===== src/rtl/mont_exp_engine.sv =====
// mont_exp_engine: Z = X^E mod M using one time-shared radix-2 Montgomery multiplier.
// R^2 mod M (R = 2^BITS) is built on the fly by modular doubling, so any odd M >= 3 works.
// Build macro MONTEXP_LZ_SKIP_EN: when defined, leading zero exponent bits are skipped and
// the multiply step runs only for set bits (data-dependent latency). When undefined the
// engine is constant-time: done rises a fixed number of edges after the accept edge.
//
// state     | meaning
// IDLE      | waiting for go; done/err/Z hold the last result
// CHK_ERR   | modulus rejected at accept; err/done raised on the next edge
// PRE       | 2*BITS modular doublings of 1 -> R^2 mod M
// TOMONT_X  | Xm = MM(X, R2)
// TOMONT_1  | A  = MM(1, R2)
// SQR       | A  = MM(A, A)
// MUL       | A  = E[i] ? MM(A, Xm) : A
// FROMONT   | A  = MM(A, 1), leaves the Montgomery domain
// FIN       | publish Z, raise done, drop busy
module mont_exp_engine #(
  parameter int BITS     = 32,
  parameter int EXP_BITS = BITS
) (
  input  logic                clk,
  input  logic                rst,
  input  logic                go,
  input  logic [BITS-1:0]     X,
  input  logic [EXP_BITS-1:0] E,
  input  logic [BITS-1:0]     M,
  output logic                busy,
  output logic                done,
  output logic                err,
  output logic [BITS-1:0]     Z
);

  localparam int CW = $clog2(2*BITS + 1);
  localparam int IW = (EXP_BITS > 1) ? $clog2(EXP_BITS) : 1;

  typedef enum logic [3:0] {
    IDLE, CHK_ERR, PRE, TOMONT_X, TOMONT_1, SQR, MUL, FROMONT, FIN
  } state_t;

  state_t state_q, state_d;

  logic [CW-1:0]       cnt_q, cnt_d;
  logic [IW-1:0]       idx_q, idx_d;
  logic [BITS-1:0]     x_q, x_d, m_q, m_d, r_q, r_d, xm_q, xm_d, a_q, a_d, z_q, z_d;
  logic [EXP_BITS-1:0] e_q, e_d;
  logic [BITS+1:0]     t_q, t_d;
  logic                busy_q, busy_d, done_q, done_d, err_q, err_d;

  logic                m_bad, cnt_zero, last_bit, e_bit, a_bit, run_mul, skip_all;
  logic [IW-1:0]       start_idx;
  logic [CW-1:0]       bit_pos;
  logic [BITS-1:0]     a_sel, b_sel, r_step, mm_res;
  logic [BITS:0]       r_dbl;
  logic [BITS+1:0]     t_add, t_odd, t_step;

  assign m_bad    = ~M[0] | (M == BITS'(1));
  assign cnt_zero = (cnt_q == '0);
  assign last_bit = (idx_q == '0);
  assign bit_pos  = CW'(BITS) - cnt_q;

`ifdef MONTEXP_LZ_SKIP_EN
  // Ladder starts at the highest set exponent bit; multiply only where the bit is set.
  always_comb begin
    start_idx = '0;
    for (int i = 0; i < EXP_BITS; i++)
      if (e_q[i]) start_idx = IW'(i);
  end
  assign skip_all = (e_q == '0);
  assign run_mul  = e_bit;
`else
  assign start_idx = IW'(EXP_BITS - 1);
  assign skip_all  = 1'b0;
  assign run_mul   = 1'b1;
`endif

  // Current exponent bit selected by idx_q.
  always_comb begin
    e_bit = 1'b0;
    for (int i = 0; i < EXP_BITS; i++)
      if (IW'(i) == idx_q) e_bit = e_q[i];
  end

  // Multiplier operands for the product phase in progress.
  always_comb begin
    a_sel = a_q;
    b_sel = a_q;
    case (state_q)
      TOMONT_X: begin a_sel = x_q;      b_sel = r_q;      end
      TOMONT_1: begin a_sel = BITS'(1); b_sel = r_q;      end
      MUL:      b_sel = xm_q;
      FROMONT:  b_sel = BITS'(1);
      default:  ;
    endcase
  end

  // Multiplier bit of operand a consumed this cycle (LSB first).
  always_comb begin
    a_bit = 1'b0;
    for (int i = 0; i < BITS; i++)
      if (CW'(i) == bit_pos) a_bit = a_sel[i];
  end

  // t stays below 2M, so t + b + M < 4M fits in BITS+2 bits even for M = 2^BITS-1.
  assign t_add  = t_q + (a_bit ? {2'b00, b_sel} : '0);
  assign t_odd  = t_add + (t_add[0] ? {2'b00, m_q} : '0);
  assign t_step = t_odd >> 1;
  assign mm_res = (t_q >= {2'b00, m_q}) ? (t_q[BITS-1:0] - m_q) : t_q[BITS-1:0];

  assign r_dbl  = {r_q, 1'b0};
  assign r_step = (r_dbl >= {1'b0, m_q}) ? BITS'(r_dbl - {1'b0, m_q}) : r_dbl[BITS-1:0];

  // State register.
  always_ff @(posedge clk or posedge rst) begin
    if (rst) state_q <= IDLE;
    else     state_q <= state_d;
  end

  // Next-state logic; every product phase ends on the counter's terminal count.
  always_comb begin
    state_d = state_q;
    case (state_q)
      IDLE:     if (go) state_d = m_bad ? CHK_ERR : PRE;
      CHK_ERR:  state_d = IDLE;
      PRE:      if (cnt_zero) state_d = TOMONT_X;
      TOMONT_X: if (cnt_zero) state_d = TOMONT_1;
      TOMONT_1: if (cnt_zero) state_d = skip_all ? FROMONT : SQR;
      SQR:      if (cnt_zero) state_d = run_mul ? MUL : (last_bit ? FROMONT : SQR);
      MUL:      if (cnt_zero) state_d = last_bit ? FROMONT : SQR;
      FROMONT:  if (cnt_zero) state_d = FIN;
      FIN:      state_d = IDLE;
      default:  state_d = IDLE;
    endcase
  end

  // Datapath and output next values for the current state.
  always_comb begin
    cnt_d  = cnt_q;  idx_d  = idx_q;
    x_d    = x_q;    e_d    = e_q;    m_d = m_q;
    r_d    = r_q;    xm_d   = xm_q;   a_d = a_q;  t_d = t_q;
    busy_d = busy_q; done_d = done_q; err_d = err_q; z_d = z_q;
    case (state_q)
      IDLE: if (go) begin
        x_d    = X;  e_d = E;  m_d = M;
        busy_d = 1'b1; done_d = 1'b0; err_d = 1'b0;
        r_d    = BITS'(1);
        cnt_d  = CW'(2*BITS - 1);
      end
      CHK_ERR: begin
        busy_d = 1'b0; done_d = 1'b1; err_d = 1'b1; z_d = '0;
      end
      PRE: begin
        r_d = r_step;
        if (cnt_zero) begin
          cnt_d = CW'(BITS);
          t_d   = '0;
        end else begin
          cnt_d = cnt_q - CW'(1);
        end
      end
      TOMONT_X, TOMONT_1, SQR, MUL, FROMONT: begin
        if (!cnt_zero) begin
          t_d   = t_step;
          cnt_d = cnt_q - CW'(1);
        end else begin
          t_d   = '0;
          cnt_d = CW'(BITS);
          case (state_q)
            TOMONT_X: xm_d = mm_res;
            TOMONT_1: begin a_d = mm_res; idx_d = start_idx; end
            SQR: begin
              a_d = mm_res;
              if (!run_mul && !last_bit) idx_d = idx_q - IW'(1);
            end
            MUL: begin
              if (e_bit) a_d = mm_res;
              if (!last_bit) idx_d = idx_q - IW'(1);
            end
            FROMONT:  a_d = mm_res;
            default:  ;
          endcase
        end
      end
      FIN: begin
        busy_d = 1'b0; done_d = 1'b1; z_d = a_q;
      end
      default: ;
    endcase
  end

  // Datapath and output registers.
  always_ff @(posedge clk or posedge rst) begin
    if (rst) begin
      cnt_q  <= '0; idx_q <= '0;
      x_q    <= '0; e_q   <= '0; m_q <= '0;
      r_q    <= '0; xm_q  <= '0; a_q <= '0; t_q <= '0;
      busy_q <= 1'b0; done_q <= 1'b0; err_q <= 1'b0; z_q <= '0;
    end else begin
      cnt_q  <= cnt_d;  idx_q  <= idx_d;
      x_q    <= x_d;    e_q    <= e_d;    m_q <= m_d;
      r_q    <= r_d;    xm_q   <= xm_d;   a_q <= a_d;  t_q <= t_d;
      busy_q <= busy_d; done_q <= done_d; err_q <= err_d; z_q <= z_d;
    end
  end

  assign busy = busy_q;
  assign done = done_q;
  assign err  = err_q;
  assign Z    = z_q;

endmodule


===== config.mk =====
export PLATFORM = sky130hd
export DESIGN_NAME = mont_exp_engine
export DESIGN_NICKNAME = d
export VERILOG_FILES = /design/src/rtl/mont_exp_engine.sv
export SDC_FILE = /design/constraint.sdc
export NUM_CORES = 1
export LEC_CHECK = 0
export ABC_CLOCK_PERIOD_IN_PS = 26100
export BUFFER_PORTS_ARGS = -buffer_cell sky130_fd_sc_hd__buf_4
export CELL_PAD_IN_SITES_DETAIL_PLACEMENT = 1
export CELL_PAD_IN_SITES_GLOBAL_PLACEMENT = 2
export CORE_MARGIN = 2
export CORE_UTILIZATION = 42
export CTS_BUF_LIST = sky130_fd_sc_hd__clkbuf_4
export DETAILED_ROUTE_END_ITERATION = 8
export HOLD_SLACK_MARGIN = 0.03
export PLACE_DENSITY_LB_ADDON = 0.1
export SYNTH_ARGS = -nofsm -noshare
export SYNTH_HDL_FRONTEND = slang
export SYNTH_SLANG_ARGS = --single-unit

===== constraint.sdc =====
create_clock -name clk -period 26.1 [get_ports clk]
set_clock_uncertainty 0.05 [all_clocks]
set_input_delay 5.22 -clock clk [delete_from_list [all_inputs] [get_ports clk]]
set_output_delay 5.22 -clock clk [all_outputs]
set_load 0.005 [all_outputs]

* After elaboration in Yosys (flattened, before gate mapping)
Index checks and enable logic that the tools add are counted.
Storage, ports and cells: register bits after elaboration 277, input port bits 99, output and inout port bits 35, logic and storage cells 230
Operators by class: add/sub/neg operators 7, $lt $le $gt $ge 2, eq/ne operators 80, mux-type cells 98, bitwise gates (word level) 2, reductions and logical operators 27
Operators with widths (count):
- case mux 32 bit (2 select lines) | 4
- 2-to-1 mux 32 bit | 6
- equality test 5 x 7 -> 1 bit, first input constant | 16
- case mux 32 bit (3 select lines) | 1
- equality test 5 bit, first input constant | 16
- adder 34 x 32 -> 34 bit | 2
- case mux 34 bit (2 select lines) | 1
- 2-to-1 mux 1 bit | 66
- subtractor 32 bit | 2
- equality test 4 x 7 -> 1 bit, first input constant | 8
- equality test 4 x 5 -> 1 bit, first input constant | 8
- greater-or-equal comparator 34 x 32 -> 1 bit | 1
- 2-to-1 mux 34 bit | 1
- greater-or-equal comparator 33 x 32 -> 1 bit | 1
- 2-to-1 mux 33 bit | 1
- equality test 32 x 1 -> 1 bit, second input constant | 1
- equality test 3 x 7 -> 1 bit, first input constant | 4
- 2-to-1 mux 4 bit | 7
- case mux 4 bit (7 select lines) | 1
- equality test 3 x 5 -> 1 bit, first input constant | 4
- inequality test 2 bit, second input constant | 9
- equality test 4 x 3 -> 1 bit, second input constant | 4
- nonzero test 2 bit | 8
- equality test 2 x 7 -> 1 bit, first input constant | 2
- other kinds (28) | 42

* Depth between registers and ports, before layout
word-level depth 40, gate-level depth with buffers 40, depth with buffers taken out 37

* Worst setup path before layout
No wires, ideal clock.
path type reg-to-reg, from register cnt_q[0], to register t_q[31], library setup time 0.083 ns, data arrival time 6.744 ns, required time 25.967 ns, path slack 19.223 ns, stages on the path, launching flop included 39, buffers on the path 3, period minus slack after synthesis 6.877 ns, cells stage by stage dfrtp_1 inv_1 ha_1 clkbuf_1 o31ai_1 o21ai_0 nor3_1 a31oi_1 o221ai_1 a211oi_1 o32a_1 buf_2 nor2_1 ha_1 inv_1 fa_1 nor2b_1 o2111a_1 (+3 left out) a21oi_1 o21ai_0 nand2_1 a21oi_1 xnor2_1 ha_1 and2_1 clkbuf_1 a221oi_1 nand2_1 a32o_1 a21oi_1 nand4b_1 a41o_1 o41ai_2 o21ai_0 xnor2_1 o21ai_0
On the way: word-level cells in the longest chain between the ends 40, elaborated cells on any way between the ends 74, those cells by class add/sub (3); eq/ne (32); mux (36); reduce/logical (3)
RTL lines:
- start: declaration | RTL line 42 | logic [CW-1:0] cnt_q, cnt_d;
- start signal: assignment | RTL line 198 | cnt_q <= cnt_d; idx_q <= idx_d;
- subtractor 6 x 7 -> 7 bit | RTL line 59 | assign bit_pos = CW'(BITS) - cnt_q;
- logical NOT 7 bit | RTL line 100 | if (CW'(i) == bit_pos) a_bit = a_sel[i];
- 2-to-1 mux 1 bit (32 in a row) | RTL line 100
- 2-to-1 mux 32 bit | RTL line 104 | assign t_add = t_q + (a_bit ? {2'b00, b_sel} : '0);
- adder 34 x 32 -> 34 bit | RTL line 104
- 2-to-1 mux 32 bit | RTL line 105 | assign t_odd = t_add + (t_add[0] ? {2'b00, m_q} : '0);
- adder 34 x 32 -> 34 bit | RTL line 105
- 2-to-1 mux 33 bit | RTL line 161 | if (!cnt_zero) begin
- case mux 34 bit (2 select lines) | RTL line 141 | case (state_q)
- end signal: assignment | RTL line 195 | r_q <= '0; xm_q <= '0; a_q <= '0; t_q <= '0;
- end signal: assignment | RTL line 200 | r_q <= r_d; xm_q <= xm_d; a_q <= a_d; t_q <= t_d;
- end: declaration | RTL line 46 | logic [BITS+1:0] t_q, t_d;
Several ways; a longest one is shown, not always the timed one. A chain may end at the register's enable or synchronous reset.

* Worst setup path after layout
from register state_q[0], to register t_q[32]
On the way: word-level cells in the longest chain between the ends 40, elaborated cells on any way between the ends 51, those cells by class add/sub (2); eq/ne (7); mux (38); reduce/logical (4)
RTL lines:
- start: declaration | RTL line 40 | state_t state_q, state_d;
- start signal: assignment | RTL line 115 | else state_q <= state_d;
- equality test 4 x 3 -> 1 bit or equality test 4 x 2 -> 1 bit (tied branches) | RTL line 87, 141
- case mux 32 bit (2 select lines) | RTL line 87 | case (state_q)
- 2-to-1 mux 1 bit (32 in a row) | RTL line 100
- 2-to-1 mux 32 bit | RTL line 104
- adder 34 x 32 -> 34 bit | RTL line 104
- 2-to-1 mux 32 bit | RTL line 105
- adder 34 x 32 -> 34 bit | RTL line 105
- 2-to-1 mux 33 bit | RTL line 161
- case mux 34 bit (2 select lines) | RTL line 141
Several ways; a longest one is shown, not always the timed one.

==> flow_summary.ini <==
[outcome]
status = complete, no violations

[route]
via_per_inst = 5.800
drt_first_pass_iters = 8
ant_nets = 0
drt_wl_total_um = 67830
drtIter0Drc = 1157
drc = 0
vias = 17742
wl_per_cell_um = 22.17

[global_route]
globalRouteOverflowTotal = 0
first_global_vias = 18155
grt_pass1_wl_um = 105400
antenna_found_initial = 2
met2_usage = 0.4568
grt_max_degree = 153
grt_util_met1 = 0.3979
use_met3 = 0.03936
grt_usage = 0.2853
busiest_layer = met2

[worst_hold_path]
min_from = e_q[8]$_DFFE_PP0P_
hold_depth = 2
hold_end = e_q[8]$_DFFE_PP0P_
hold_path.class = reg2reg

[worst_setup_path]
reg2reg_from = state_q[0]$_DFFE_PP0P_
r2r_cells = 35
path_max_fanout = 33
slowest_delay_ns = 0.63
crit_slowest_cell = o41ai_1
arrival_ns = 9.35
startpoint = state_q[0]$_DFFE_PP0P_
worst-path-buf-inv = 2
critPathKind = reg2reg
end_kind = register
r2r_setup_slack_ns = 17.38
crit_path_start_kind = register
worstPathRequired_ns = 26.73
critPathTopFamily = compound AO/OA/AOI/OAI gates
r2r-end = t_q[32]$_DFFE_PP0P_

[clock_network]
cts_buffers = 81
cts_hold_buf = 0
clkTransAtPathRegs_ns = 0.06
postCtsSetupBuffers = 0
clockBufferDepth = 3
post_cts_resized = 0
cts_tree = done
numClockSinks = 276
clockRootBuffer = clkbuf_4
cts_max_level = 3
clock_latency_ns = 0.83

[logic_synthesis]
synth_top_area_frac = 0.3560
syn_area_um2 = 19400
async_flop_share = 1.000
ys_seq_elements = 276
yosys_warnings = 0
synth_top_area_cell = dfrtp_1
syn_inst = 2266
synth_edf_count = 0
avgSynthCellArea_um2 = 8.562
ys_seq_area_frac = 0.3560
synth_area_leaders = dfrtp_1 (36%), ha_1 (8.8%), nand2_1 (7.8%), o21ai_0 (4.7%), a21oi_1 (3.9%)
syn_nets = 2506
synth_cell_type_count = 95
synthFlopType = dfrtp_1

[power_and_ir_drop]
powerDensity_nw_per_um2 = 86.67
peakVddDrop_uv = 56.14
leakagePower_nw = 10.45

[flow_run]
maxCapViolCount = 0

[die]
rows = 78
fp.dieH_um = 218.9
core_um2 = 45480
die_width_um = 218.9
ios = 134
start_util = 0.4266
die_area_um2 = 47930

[timing]
maxSlewViolCount = 0
final.setup.tns_ns = 0
fmaxAchievable_mhz = 114.6
timing.slew.headroom = 0.2149
rsz0062_at_grt = no
hold_viol = 0
finalCritPeriodShare = 0.3343
period_needed_ns = 8.724
setup_viol = 0
worst_pin_slew_ns = 1.175

[finish]
final_common_cell = nand2_1
fin_cells = 3059
layout.nets = 2640
drive_gt1_frac = 0.1551
mostFrequentLayoutCells = nand2_1 (405), dfrtp_1 (276), o21ai_0 (183)
areaGrowthSynthToFinish_pct = 13.22
n_fill_cell = 5457

[placed_design]
dp_hpwl_um = 51820
place_congestion = 0.9377
port-buffer-count = 133
dp_cells = 2917
-- registers in the layout (all words and copies together), names as in the netlist --
register / count
Z: 32
a_q: 32
busy: 1
cnt_q: 7
done: 1
e_q: 32
err: 1
idx_q: 5
m_q: 32
r_q: 32
state_q: 4
t_q: 33
x_q: 32
xm_q: 32
-- logic make-up (layout without fill, tap and decap cells) --
group,count (synthesis),after routing,share of synthesized area
AOI/OAI and AO/OA,653,653,0.2266
xor gates and xnor gates,112,112,0.05056
adders and majority gates,141,141,0.09248
buffers and inverters,192,382,0.03902
DFF,276,276,0.3560
muxes,96,96,0.05411
other,0,3,0
and+or+nand+nor,796,796,0.1813
-- final cells by class --
cell class                      instances  area [µm²]  area share
Sequential cell                       276        6907      0.3144
Inverter                               90       345.3     0.01572
Timing Repair Buffer                  153        1161     0.05286
Clock inverter                         23       132.6    0.006038
Clock buffer                          116       870.8     0.03964
Antenna cell                            3       7.507   0.0003418
Multi-Input combinational cell       1798       11790      0.5368
Tap cell                              600       750.7     0.03418
-- synth_stat cells (39+ instances only) --
cell type and count:
clkbuf_1 79, nor2_1 156, ha_1 137, dfrtp_1 276, a22o_1 44, nand2_1 405, o21ai_0 183, xnor2_1 73
nand3_1 52, xor2_1 39, inv_1 89, mux2_2 61, a21oi_1 152
-- worst max-delay path by stage --
stage	to	slack (ns)	cells past startpoint
global placement	t_q[32]$_DFFE_PP0P_	17.68	36
detailed placement	t_q[32]$_DFFE_PP0P_	17.45	35
floorplan	Z[0]$_DFFE_PP0N_	13.22	1
global route	t_q[31]$_DFFE_PP0P_	16.58	36
CTS	t_q[32]$_DFFE_PP0P_	17.44	35
finish	t_q[32]$_DFFE_PP0P_	17.38	35
-- report_power, final --
part / internal, mW / switching (mW)
Combinational: 0.316 / 0.555
Clock: 0.214 / 0.206
Sequential: 0.524 / 0.0883
-- tightest hold or removal path, cell delays in order, from the launching register on --
cell     delay, ns
dfrtp_1       0.34
nand2_1       0.05
nand2_1       0.06
-- metrics by stage --
stage	cell area (µm²)	setup WS (ns)	hold WS, ns	power, mW	util
2_1_floorplan	19400	13.22	0.3903	1.220	-
3_5_place_dp	20960	17.45	0.4179	1.486	0.4608
6_report	21970	17.38	0.4318	1.904	0.4830
3_3_place_gp	20960	17.68	0.4066	1.459	0.4608
4_1_cts	21960	17.44	0.4336	1.916	0.4828
5_1_grt	21970	16.58	0.4453	2.052	0.4830
-- layer usage --
layer  wire (µm)  share of wire  vias to the layer above
met5           0              0                        -
met4        1973          0.029                        0
met3        2656          0.039                      104
met2       30900           0.46                      367
met1       32300           0.48                     8814
li1            -              -                     8457
(Power assumes the default switching activity.)
